<file path="src/rtl/accum_mem_port.sv">
// accum_mem_port
//   Memory-side companion of the accumulator register. A STORE command
//   snapshots the accumulator value and writes it to data memory. A LOAD
//   command reads data memory and presents the word on data_o, with a
//   one-cycle load_acc_o strobe for the accumulator.
//
// Ports
//   clk, rst        rising-edge clock, asynchronous active-high reset
//   cmd_*           command handshake from the control unit
//                   (cmd_op_i: 0 = LOAD, 1 = STORE)
//   accum_out_i     current accumulator value (STORE source)
//   data_o          LOAD result, held until the next successful LOAD
//   load_acc_o      one-cycle strobe: the accumulator takes data_o
//   mem_*           request/acknowledge data-memory port
//   busy_o          high whenever a command is in flight
//   err_o/err_clr_i sticky timeout flag and its synchronous clear
//
// Every output comes straight from a flop, so no input reaches an output
// combinationally.
module accum_mem_port #(
  parameter int ADDR_W  = 8,
  parameter int TIMEOUT = 16
) (
  input  logic              clk,
  input  logic              rst,
  input  logic              cmd_valid_i,
  output logic              cmd_ready_o,
  input  logic              cmd_op_i,
  input  logic [ADDR_W-1:0] cmd_addr_i,
  input  logic [15:0]       accum_out_i,
  output logic [15:0]       data_o,
  output logic              load_acc_o,
  output logic              mem_req_o,
  output logic              mem_we_o,
  output logic [ADDR_W-1:0] mem_addr_o,
  output logic [15:0]       mem_wdata_o,
  input  logic [15:0]       mem_rdata_i,
  input  logic              mem_ack_i,
  output logic              busy_o,
  output logic              err_o,
  input  logic              err_clr_i
);

  localparam int CNT_W = $clog2(TIMEOUT + 1);
  localparam logic [CNT_W-1:0] CNT_LAST = CNT_W'(TIMEOUT - 1);

  typedef enum logic [1:0] {
    IDLE = 2'd0,
    REQ  = 2'd1,
    LOAD = 2'd2
  } state_t;

  state_t              state_q;
  logic                cmd_ready_q;
  logic                busy_q;
  logic                mem_req_q;
  logic                mem_we_q;
  logic [ADDR_W-1:0]   mem_addr_q;
  logic [15:0]         mem_wdata_q;
  logic [15:0]         data_q;
  logic                load_acc_q;
  logic                err_q;
  logic [CNT_W-1:0]    count_q;
  logic [CNT_W-1:0]    count_d;

  assign count_d = count_q + CNT_W'(1);

  always_ff @(posedge clk or posedge rst) begin
    if (rst) begin
      state_q     <= IDLE;
      cmd_ready_q <= 1'b1;
      busy_q      <= 1'b0;
      mem_req_q   <= 1'b0;
      mem_we_q    <= 1'b0;
      mem_addr_q  <= '0;
      mem_wdata_q <= '0;
      data_q      <= '0;
      load_acc_q  <= 1'b0;
      err_q       <= 1'b0;
      count_q     <= '0;
    end else begin
      // Strobe defaults low; only the REQ->LOAD transition raises it.
      load_acc_q <= 1'b0;
      // A timeout later in this block overrides the clear, so a
      // simultaneous timeout leaves err set.
      if (err_clr_i) begin
        err_q <= 1'b0;
      end

      case (state_q)
        IDLE: begin
          if (cmd_valid_i && cmd_ready_q) begin
            mem_we_q   <= cmd_op_i;
            mem_addr_q <= cmd_addr_i;
            // Snapshot taken on the accept edge; later accumulator
            // changes do not disturb the write data.
            if (cmd_op_i) begin
              mem_wdata_q <= accum_out_i;
            end
            count_q     <= '0;
            mem_req_q   <= 1'b1;
            cmd_ready_q <= 1'b0;
            busy_q      <= 1'b1;
            state_q     <= REQ;
          end
        end

        REQ: begin
          // Ack is checked first so an ack in the last allowed cycle
          // completes the transfer instead of timing out.
          if (mem_ack_i) begin
            mem_req_q <= 1'b0;
            if (mem_we_q) begin
              cmd_ready_q <= 1'b1;
              busy_q      <= 1'b0;
              state_q     <= IDLE;
            end else begin
              data_q     <= mem_rdata_i;
              load_acc_q <= 1'b1;
              state_q    <= LOAD;
            end
          end else if (count_q == CNT_LAST) begin
            err_q       <= 1'b1;
            mem_req_q   <= 1'b0;
            cmd_ready_q <= 1'b1;
            busy_q      <= 1'b0;
            state_q     <= IDLE;
          end else begin
            count_q <= count_d;
          end
        end

        LOAD: begin
          cmd_ready_q <= 1'b1;
          busy_q      <= 1'b0;
          state_q     <= IDLE;
        end

        default: begin
          mem_req_q   <= 1'b0;
          cmd_ready_q <= 1'b1;
          busy_q      <= 1'b0;
          state_q     <= IDLE;
        end
      endcase
    end
  end

  assign cmd_ready_o = cmd_ready_q;
  assign busy_o      = busy_q;
  assign mem_req_o   = mem_req_q;
  assign mem_we_o    = mem_we_q;
  assign mem_addr_o  = mem_addr_q;
  assign mem_wdata_o = mem_wdata_q;
  assign data_o      = data_q;
  assign load_acc_o  = load_acc_q;
  assign err_o       = err_q;

endmodule

</file>
<file path="config.mk">
export PLATFORM = sky130hd
export DESIGN_NAME = accum_mem_port
export DESIGN_NICKNAME = d
export VERILOG_FILES = /design/src/rtl/accum_mem_port.sv
export SDC_FILE = /design/constraint.sdc
export NUM_CORES = 1
export LEC_CHECK = 0
export ABC_AREA = 1
export CORE_AREA = 10 10 105 107
export DETAILED_ROUTE_END_ITERATION = 7
export DIE_AREA = 0 0 115 117
export GPL_ROUTABILITY_DRIVEN = 0
export HOLD_SLACK_MARGIN = 0.15
export MAX_ROUTING_LAYER = met4
export PLACE_DENSITY = 0.61
export SKIP_LAST_GASP = 1
export SYNTH_ARGS = -nofsm -noshare
export SYNTH_HDL_FRONTEND = slang
export SYNTH_SLANG_ARGS = --single-unit
</file>
<file path="constraint.sdc">
create_clock -name clk -period 1.9 [get_ports clk]
set_clock_uncertainty 0.1 [all_clocks]
set_input_delay 0.19 -clock clk [delete_from_list [all_inputs] [get_ports clk]]
set_output_delay 0.19 -clock clk [all_outputs]
set_load 0.02 [all_outputs]
</file>
==> reports/results.tsv, run 1 <==
stage	metric	value	unit
power	leakage	1.67	nW
setup_path	timing.rr.start	count_q[0]$_DFFE_PP0P_	
clock_network	numCtsBuffers	5	
floorplanning	initial_core_util	0.244	
clock_network	cts_root_buffer	clkbuf_8	
power	p_sw	0.431	mW
cells_and_area	area_growth	51.0	%
setup_path	worstSetupStartpoint	cmd_ready_o$_DFFE_PP1P_	
logic_synthesis	synth_top_family_by_area	simple AND/OR/NAND/NOR gates	
logic_synthesis	synthDistinctLibCells	21	
setup_path	critPathArrivalTime	1.52	ns
grt	grt_pass1_wl	9.95	mm
clock_network	cts_buffer_depth	2	
setup_path	crit_slowest_cell	clkdlybuf4s50_1	
logic_synthesis	synth_warnings	0	
clock_network	clk_pin_slew	0.10	ns
logic_synthesis	synthCells	245	
cells_and_area	antenna_cells	0	
grt	grt_max_degree	21	
drt	postRouteAntennaNets	0	
drt	drt_wl_total	6.21	mm
power	ir_drop	0.266	mV
floorplanning	dieArea	13500	µm²
drt	drc	0	
setup_path	regToRegEndpoint	count_q[2]$_DFFE_PP0P_	
timing	period_share	0.950	
power	power.internal	1.47	mW
outcome	status	finished clean	
clock_network	post-cts-setup-buffers	0	
power	pwr-share-comb	0.068	
timing	slew_violations	0	
timing	whs	0.143	ns
clock_network	clock_sinks	53	
place	dp_hpwl	4.77	mm
timing	worstMarginPinSlew	0.379	ns
hold_path	hold_path.class	in -> async	
setup_path	required	1.61	ns
clock_network	cts_max_level	2	
clock_network	cts_resized	0	
logic_synthesis	synth-seq-cells	53	
setup_path	path_buf_inv	1	
setup_path	r2r_slack	0.15	ns
grt	grt-ovfl-total	0	
setup_path	cp_top_family	buffers and inverters	
power	pwr_density_cell	575	nW/µm²
drt	via_per_inst	4.10	
setup_path	crit_fanout	3	
power	seqPwrFrac	0.591	
clock_network	hold_buffers	0	
floorplanning	pin_count	92	
timing	finalHoldViolCount	0	
setup_path	cp_cell_sequence	clkdlybuf4s50_1	
logic_synthesis	syn_area	2200	µm²
floorplanning	row_count	35	
clock_network	cts_tree	yes	
drt	first_pass_iters	4	
timing	setup-tns-final	0	ns
setup_path	r2r_cells	10	
drt	wl_per_cell	13.7	µm
clock_network	clock_latency	0.31	ns
power	netSwitchingFraction	0.226	
logic_synthesis	ys_seq_area_frac	0.604	
logic_synthesis	synthSimpleGateAreaFrac	0.317	
cells_and_area	layout-drive-gt1-share	0.0787	
logic_synthesis	synth_compound_area_frac	0.0114	
drt	first_iter_violations	94	
logic_synthesis	synth_nets	293	
timing	period_minus_slack	1.81	ns
grt	first_global_vias	1943	
place	dpl.cell_count	446	
setup_path	startpoint_type	flop	
grt	grt.total_usage	0.0946	
power	pwr-share-clk	0.340	
setup_path	setup.worst_path.end_class	primary output	
drt	num_vias	1861	
cells_and_area	final_nets	390	
timing	clock.fmax	554	MHz
cells_and_area	instances_no_fill	454	
setup_path	max_stage_delay	0.63	ns
logic_synthesis	synthAdderAreaFrac	0.0114	
timing	setup_viol	0	
setup_path	path_class	reg -> out	
place	io_buffers	91	
floorplanning	core	9020	µm²
grt	antenna_found_initial	0	
floorplanning	die_h	117	µm
timing	maxSlewHeadroom	0.746	
timing	rsz0062_at_grt	false	
logic_synthesis	syn_area_per_cell	8.97	µm²
floorplanning	die_w	115	µm
run	maxCapViolCount	0	
logic_synthesis	synthXorXnorAreaFrac	0	
logic_synthesis	muxShareOfSynthArea	0	
kinds of logic after synthesis:
family / count (synthesis)
AND/OR/NAND/NOR: 164
adder cells (fa/ha/maj): 2
flip-flops: 53
buffers and inverters: 21
AO/OA/AOI/OAI: 5
metal layers:
metal / share of wire / up-vias / track usage
met1: 0.47 / 844 / 0.116
met2: 0.44 / 68 / 0.144
li1: - / 944 / -
met4: 0.0082 / 0 / 0.0239
met3: 0.075 / 5 / 0.0357
met5: 0 / - / -
area by class of cell:
cell class | count | area [µm²]
clock buffers | 6 | 72.6
clock inverters | 2 | 15.0
fillers | 922 | 5700
inverters | 12 | 45.0
multi-input cells | 171 | 747
flip-flops and latches | 53 | 1330
well taps | 111 | 139
repair buffers | 99 | 971
cell usage after synthesis:
master     n  area (µm²)
a21oi_1    1        5.00
buf_2      2        10.0
buf_4      3        22.5
buf_6      4        45.0
dfrtp_1   52        1300
dfstp_2    1        26.3
ha_1       2        25.0
inv_1      9        33.8
inv_2      3        11.3
nand2_1  126         473
nand2_2    3        18.8
nand2_4    2        22.5
nand3_1   21         105
nand4_1    1        6.26
nor2_1     7        26.3
nor2_4     1        11.3
nor2_8     1        20.0
nor3b_1    1        7.51
o21ai_0    3        15.0
o21ai_1    1        5.00
or2_0      1        6.26
worst max path at each step:
stage                     slack, ns  cells after the start                     end
after floorplan                0.33                      1      busy_o$_DFFE_PP0P_
after CTS                      0.07                      1             cmd_ready_o
after global routing           0.04                     10  count_q[1]$_DFFE_PP0P_
final                          0.09                      1             cmd_ready_o
after global placement         0.24                     10  count_q[2]$_DFFE_PP0P_
after detailed placement       0.16                     10  count_q[2]$_DFFE_PP0P_
flip-flops by register name, summed over array words and instances (netlist names):
| name | count |
|---|---|
| busy_o | 1 |
| cmd_ready_o | 1 |
| count_q | 5 |
| data_o | 16 |
| err_o | 1 |
| load_acc_o | 1 |
| mem_addr_o | 8 |
| mem_req_o | 1 |
| mem_wdata_o | 16 |
| mem_we_o | 1 |
| state_q | 2 |
power by group through the flow:
stage,clock network [mW],registers (mW),logic [mW]
2_1_floorplan,0,1.15,0.0247
3_3_place_gp,0,1.15,0.133
3_5_place_dp,0,1.15,0.133
4_1_cts,0.685,1.13,0.134
5_1_grt,0.741,1.13,0.142
6_report,0.649,1.13,0.130
stage by stage:
stage	area, µm²	total power [mW]	worst slack, ns	utilization
2_1_floorplan	2200	1.17	0.325	-
3_3_place_gp	3230	1.28	0.245	0.358
3_5_place_dp	3230	1.28	0.163	0.358
4_1_cts	3320	1.95	0.0717	0.368
5_1_grt	3320	2.01	0.0403	0.368
6_report	3320	1.91	0.0942	0.368
placed cells by master, fill, tap and decap left out, types with 2 or more instances in the layout:
master and count:
buf_4 8, clkbuf_8 5, clkdlybuf4s50_1 91, clkinvlp_4 2, dfrtp_1 52, ha_1 2, inv_1 8, inv_2 4
nand2_1 126, nand2_2 3, nand2_4 2, nand3_1 21, nor2_1 7, o21ai_0 3
Power figures use the tool's default switching activity.
==> run 2, diff against run 1 <==
- RECOVER_POWER: default -> 100
==> run 2 against run 1 <==
Net effect: sequential power hardly changed; highest routed layer unchanged; critical path depth unchanged; largest cell class unchanged; combinational power down 3%.
==> reports/results.tsv, run 2 (same netlist as run 1, synthesis figures left out) <==
stage	metric	value	unit	change
clock_network	clk_pin_slew	0.10	ns	about the same
setup_path	critPathArrivalTime	1.50	ns	-0.02 ns
clock_network	cts_buffer_depth	2		unchanged
setup_path	r2r_slack	0.15	ns	about the same
timing	worstMarginPinSlew	1.09	ns	+0.715 ns
clock_network	clock_latency	0.30	ns	about the same
clock_network	cts_tree	yes		
drt	num_vias	1867		+0.32%
timing	period_minus_slack	1.79	ns	-0.0109 ns
outcome	status	finished clean		
place	io_buffers	91		unchanged
place	dpl.cell_count	446		unchanged
power	pwr_density_cell	577	nW/µm²	+0.37%
setup_path	crit_fanout	3		unchanged
setup_path	cp_cell_sequence	clkdlybuf4s50_1		
power	leakage	1.81	nW	+8.4%
floorplanning	core	9020	µm²	unchanged
timing	finalHoldViolCount	0		unchanged
timing	period_share	0.945		-0.00575
drt	wl_per_cell	13.7	µm	-0.16%
setup_path	setup.worst_path.end_class	primary output		
grt	grt-ovfl-total	0		unchanged
grt	antenna_found_initial	0		unchanged
floorplanning	dieArea	13500	µm²	unchanged
setup_path	path_buf_inv	1		unchanged
timing	setup-tns-final	0	ns	unchanged
clock_network	post-cts-setup-buffers	0		unchanged
cells_and_area	layout-drive-gt1-share	0.0554		-0.0233
clock_network	clock_sinks	53		unchanged
timing	maxSlewHeadroom	0.270		-0.476
clock_network	cts_resized	0		unchanged
drt	via_per_inst	4.11		+0.32%
setup_path	crit_slowest_cell	clkdlybuf4s50_1		
floorplanning	initial_core_util	0.244		unchanged
setup_path	cp_top_family	buffers and inverters		
timing	slew_violations	0		unchanged
setup_path	max_stage_delay	0.63	ns	about the same
drt	drt_wl_total	6.20	mm	-0.16%
cells_and_area	antenna_cells	0		unchanged
cells_and_area	final_common_cell	nand2_1		
drt	first_pass_iters	4		unchanged
timing	setup_viol	0		unchanged
clock_network	numCtsBuffers	5		unchanged
cells_and_area	instances_no_fill	454		unchanged
grt	grt.total_usage	0.0946		unchanged
drt	postRouteAntennaNets	0		unchanged
grt	first_global_vias	1943		unchanged
hold_path	hold_path.class	in -> reg		
place	dp_hpwl	4.77	mm	unchanged
cells_and_area	area_growth	49.6	%	
grt	grt_pass1_wl	9.95	mm	unchanged
setup_path	startpoint_type	flop		
clock_network	cts_root_buffer	clkbuf_8		
setup_path	required	1.61	ns	about the same
floorplanning	die_w	115	µm	unchanged
floorplanning	die_h	117	µm	unchanged
cells_and_area	final_cell_mix	nand2_1, dfrtp_1, dlygate4sd3_1		
timing	clock.fmax	557	MHz	+0.61%
floorplanning	pin_count	92		unchanged
floorplanning	row_count	35		unchanged
setup_path	path_class	reg -> out		
grt	grt_max_degree	21		unchanged
run	maxCapViolCount	0		unchanged
cells_and_area	final_nets	390		unchanged
clock_network	hold_buffers	0		unchanged
clock_network	cts_max_level	2		unchanged
drt	first_iter_violations	116		+23%
power	ir_drop	0.262	mV	-1.4%
timing	rsz0062_at_grt	false		
drt	drc	0		unchanged
-- run 2: cell type report --
class	instances	area, µm²
repair buffers	99	951
clock inverters	2	15.0
inverters	12	45.0
multi-input cells	171	737
clock buffers	6	72.6
well taps	111	139
flip-flops and latches	53	1330
fillers	928	5730
-- run 2: per-stage QoR --
step | hold WS (ns) | total power, mW | cell area, µm² | utilization | worst slack (ns)
6_report | 0.307 | 1.90 | 3290 | 0.364 | 0.105
5_1_grt | 0.292 | 2.01 | 3290 | 0.364 | 0.0249
4_1_cts | 0.153 | 1.95 | 3320 | 0.368 | 0.0717
3_5_place_dp | 0.359 | 1.28 | 3230 | 0.358 | 0.163
3_3_place_gp | 0.354 | 1.28 | 3230 | 0.358 | 0.245
2_1_floorplan | 0.186 | 1.17 | 2200 | - | 0.325
-- run 2: path summary, 6_finish.rpt --
kind                                               end                   startpoint  depth (start not counted)
setup reg to reg                count_q[2]$_DFFE_PP0P_       count_q[0]$_DFFE_PP0P_                         10
hold reg to reg            mem_wdata_o[11]$_DFFE_PP0P_  mem_wdata_o[11]$_DFFE_PP0P_                          2
hold / removal                  data_o[13]$_DFFE_PP0P_              mem_rdata_i[13]                          3
setup / recovery                           cmd_ready_o      cmd_ready_o$_DFFE_PP1P_                          1
min in group asynchronous           busy_o$_DFFE_PP0P_                          rst                          3
max in group asynchronous         load_acc_o$_DFF_PP0_                          rst                          3
-- run 2: layer usage --
| layer | vias up | global-route usage | part of all wire |
|---|---|---|---|
| li1 | 946 | - | - |
| met1 | 842 | 0.116 | 0.47 |
| met4 | 0 | 0.0239 | 0.0095 |
| met2 | 71 | 0.144 | 0.44 |
| met5 | - | - | 0 |
| met3 | 8 | 0.0357 | 0.076 |
-- run 2: worst register-to-register path: cells and delay by family (launching register included) --
| kind | cells | cell delay, ns |
|---|---|---|
| flip-flops | 1 | 0.43 |
| buffers and inverters | 1 | 0.07 |
| adder cells (fa/ha/maj) | 2 | 0.43 |
| AND/OR/NAND/NOR | 7 | 0.62 |
-- run 2: report_power, final --
group,switching [mW],internal (mW)
Sequential,0.0000000000000000363,1.13
Clock,0.382,0.261
Combinational,0.0429,0.0831
==> run 3, diff against run 2 <==
- CORE_AREA: 10 10 105 107 -> 2 2 97 99
- DIE_AREA: 0 0 115 117 -> 0 0 99 101
- clock period: 1.9 -> 2.2 ns (I/O delays scaled with it)
==> run 3 against run 2 <==
Net effect: final cell count fell by 0.44%; cell area about the same; wire length decreased by 16%; flip-flop and latch count unchanged; sequential share of layout area about the same; first-iteration DRC count shrank 54%; core utilization rose by 0.16 points; die area shrank 26%; critical path depth unchanged; hold slack improved by 0.032 ns; global-route usage grew 1.7 points; critical path type unchanged; largest power group unchanged; highest routed layer unchanged.
==> reports/results.tsv, run 3 (same netlist as run 1, synthesis figures left out) <==
stage	metric	value	unit	change
cells_and_area	layout-drive-gt1-share	0.0411		-0.0143
setup_path	cp_top_family	buffers and inverters		
power	ir_drop	0.193	mV	-26%
setup_path	required	1.88	ns	+0.27 ns
grt	antenna_found_initial	0		unchanged
place	io_buffers	91		unchanged
drt	first_pass_iters	4		unchanged
clock_network	cts_max_level	2		unchanged
clock_network	clock_sinks	53		unchanged
grt	busiest_layer	met2		
setup_path	critical_path_depth	1		unchanged
drt	via_per_inst	4.04		-1.7%
grt	use_met1	0.145		+0.0289
clock_network	cts_root_buffer	clkbuf_8		
clock_network	cts_resized	0		unchanged
place	dp_hpwl	3.83	mm	-20%
setup_path	setup.worst_path.end_class	primary output		
grt	grt-ovfl-total	0		unchanged
hold_path	hold-path-cell-count	3		unchanged
power	leakage	1.82	nW	+0.70%
clock_network	clock_latency	0.30	ns	about the same
clock_network	numCtsBuffers	5		unchanged
grt	first_global_vias	1878		-3.3%
setup_path	crit_slowest_cell	dlygate4sd3_1		
timing	setup_viol	0		unchanged
cells_and_area	fin_area	3290	µm²	about the same
floorplanning	row_count	35		unchanged
setup_path	path_buf_inv	1		unchanged
timing	slew_violations	0		unchanged
timing	period_share	0.850		
grt	grtUsageMet3	0.0270		-0.00863
floorplanning	dieArea	10000	µm²	-26%
cells_and_area	multiInputGateArea	724	µm²	-1.7%
timing	setup-tns-final	0	ns	unchanged
drt	drc	0		unchanged
timing	clock.fmax	535	MHz	
timing	maxSlewHeadroom	0.459		+0.189
clock_network	cts_buffer_depth	2		unchanged
timing	rsz0062_at_grt	false		
timing	period_minus_slack	1.87	ns	
drt	wl_per_cell	11.6	µm	-15%
cells_and_area	antenna_cells	0		unchanged
grt	grt_pass1_wl	8.77	mm	-12%
power	pwr_density_cell	496	nW/µm²	-14%
timing	layout_setup_ws	0.331	ns	+0.225 ns
hold_path	hold_path.class	in -> reg		
clock_network	post-cts-setup-buffers	0		unchanged
floorplanning	initial_core_util	0.245		+0.00119
cells_and_area	final_nets	388		-0.51%
timing	finalHoldViolCount	0		unchanged
setup_path	startpoint_type	flop		
cells_and_area	num-fill-cells	915		-1.4%
grt	grt.total_usage	0.112		+0.0171
power	power.total	1.63	mW	-14%
timing	worstMarginPinSlew	0.811	ns	-0.284 ns
setup_path	timing.rr.start	cmd_ready_o$_DFFE_PP1P_		
setup_path	path_class	reg -> out		
cells_and_area	area_growth	49.5	%	about the same
place	place_area	3220	µm²	-0.31%
setup_path	r2r_cells	5		-5
floorplanning	die_w	99	µm	-14%
setup_path	r2r_slack	0.40	ns	+0.25 ns
drt	drt_wl_total	5.23	mm	-16%
clock_network	cts_tree	yes		
drt	num_vias	1827		-2.1%
cells_and_area	final_cell_mix	nand2_1, dfrtp_1, dlygate4sd3_1		
floorplanning	die_h	101	µm	-14%
outcome	status	finished clean		
setup_path	regToRegEndpoint	mem_wdata_o[10]$_DFFE_PP0P_		
setup_path	crit_end	cmd_ready_o		
floorplanning	core	8980	µm²	-0.49%
setup_path	max_stage_delay	0.70	ns	+0.07 ns
drt	postRouteAntennaNets	0		unchanged
grt	use_met2	0.177		+0.0326
grt	grt_max_degree	35		+67%
cells_and_area	final_common_cell	nand2_1		
floorplanning	pin_count	92		unchanged
clock_network	clk_pin_slew	0.10	ns	about the same
setup_path	worstSetupStartpoint	cmd_ready_o$_DFFE_PP1P_		
run	maxCapViolCount	0		unchanged
setup_path	critPathArrivalTime	1.55	ns	+0.05 ns
cells_and_area	regArea	1330	µm²	unchanged
setup_path	crit_fanout	3		unchanged
place	pre_cts_slack	0.487	ns	+0.323 ns
setup_path	cp_cell_sequence	dlygate4sd3_1		
drt	first_iter_violations	53		-54%
## run 3: cell types whose count changed in the layout (fill, tap and decap cells not counted), sizes merged
cell,previous run,this run
clkinvlp,2,1
dlygate4sd3,46,47
buf,2,3
clkinv,0,2
clkbuf,12,7
## run 3: repair_timing
item / 4_1_cts / 5_1_grt
endpoints found under the hold margin: 13 / 0
setup endpoints to repair: 0 / 0
hold buffers: 1 / 0
## run 3: through the flow
step / instances / utilization / hold slack [ns]
finish: 452 / 0.366 / 0.339
floorplan: 245 / - / 0.216
global route: 452 / 0.366 / 0.332
detailed placement: 443 / 0.359 / 0.358
CTS: 452 / 0.369 / 0.324
global placement: 443 / 0.359 / 0.355
## run 3: worst min path at each step
stage                                      from                     endpoint
floorplan                             err_clr_i              err_o$_DFF_PP0_
global placement    mem_wdata_o[13]$_DFFE_PP0P_  mem_wdata_o[13]$_DFFE_PP0P_
detailed placement  mem_wdata_o[14]$_DFFE_PP0P_  mem_wdata_o[14]$_DFFE_PP0P_
CTS                             mem_rdata_i[14]       data_o[14]$_DFFE_PP0P_
global route                     mem_rdata_i[8]        data_o[8]$_DFFE_PP0P_
finish                          mem_rdata_i[14]       data_o[14]$_DFFE_PP0P_
## run 3: per-layer routing
metal  part of all wire  wire, µm
met3              0.059       311
met5                  0         0
met2               0.46      2380
met1               0.48      2530
met4             0.0015         8
## run 3: layout make-up
type	instances	area share
Sequential cell	53	0.404
Timing Repair Buffer	97	0.293
Multi-Input combinational cell	171	0.220
Tap cell	111	0.0423
Clock buffer	5	0.0209
Inverter	12	0.0137
Clock inverter	3	0.00533
## run 3: power by group
part	switching (mW)	internal [mW]
Combinational	0.0369	0.0758
Sequential	0.0000000000000000163	0.973
Clock	0.323	0.221
## run 3: tightest hold or removal path, delay by kind of cell
kind / cells / cell delay [ns]
buffers and inverters: 1 / 0.39
and+or+nand+nor: 2 / 0.10
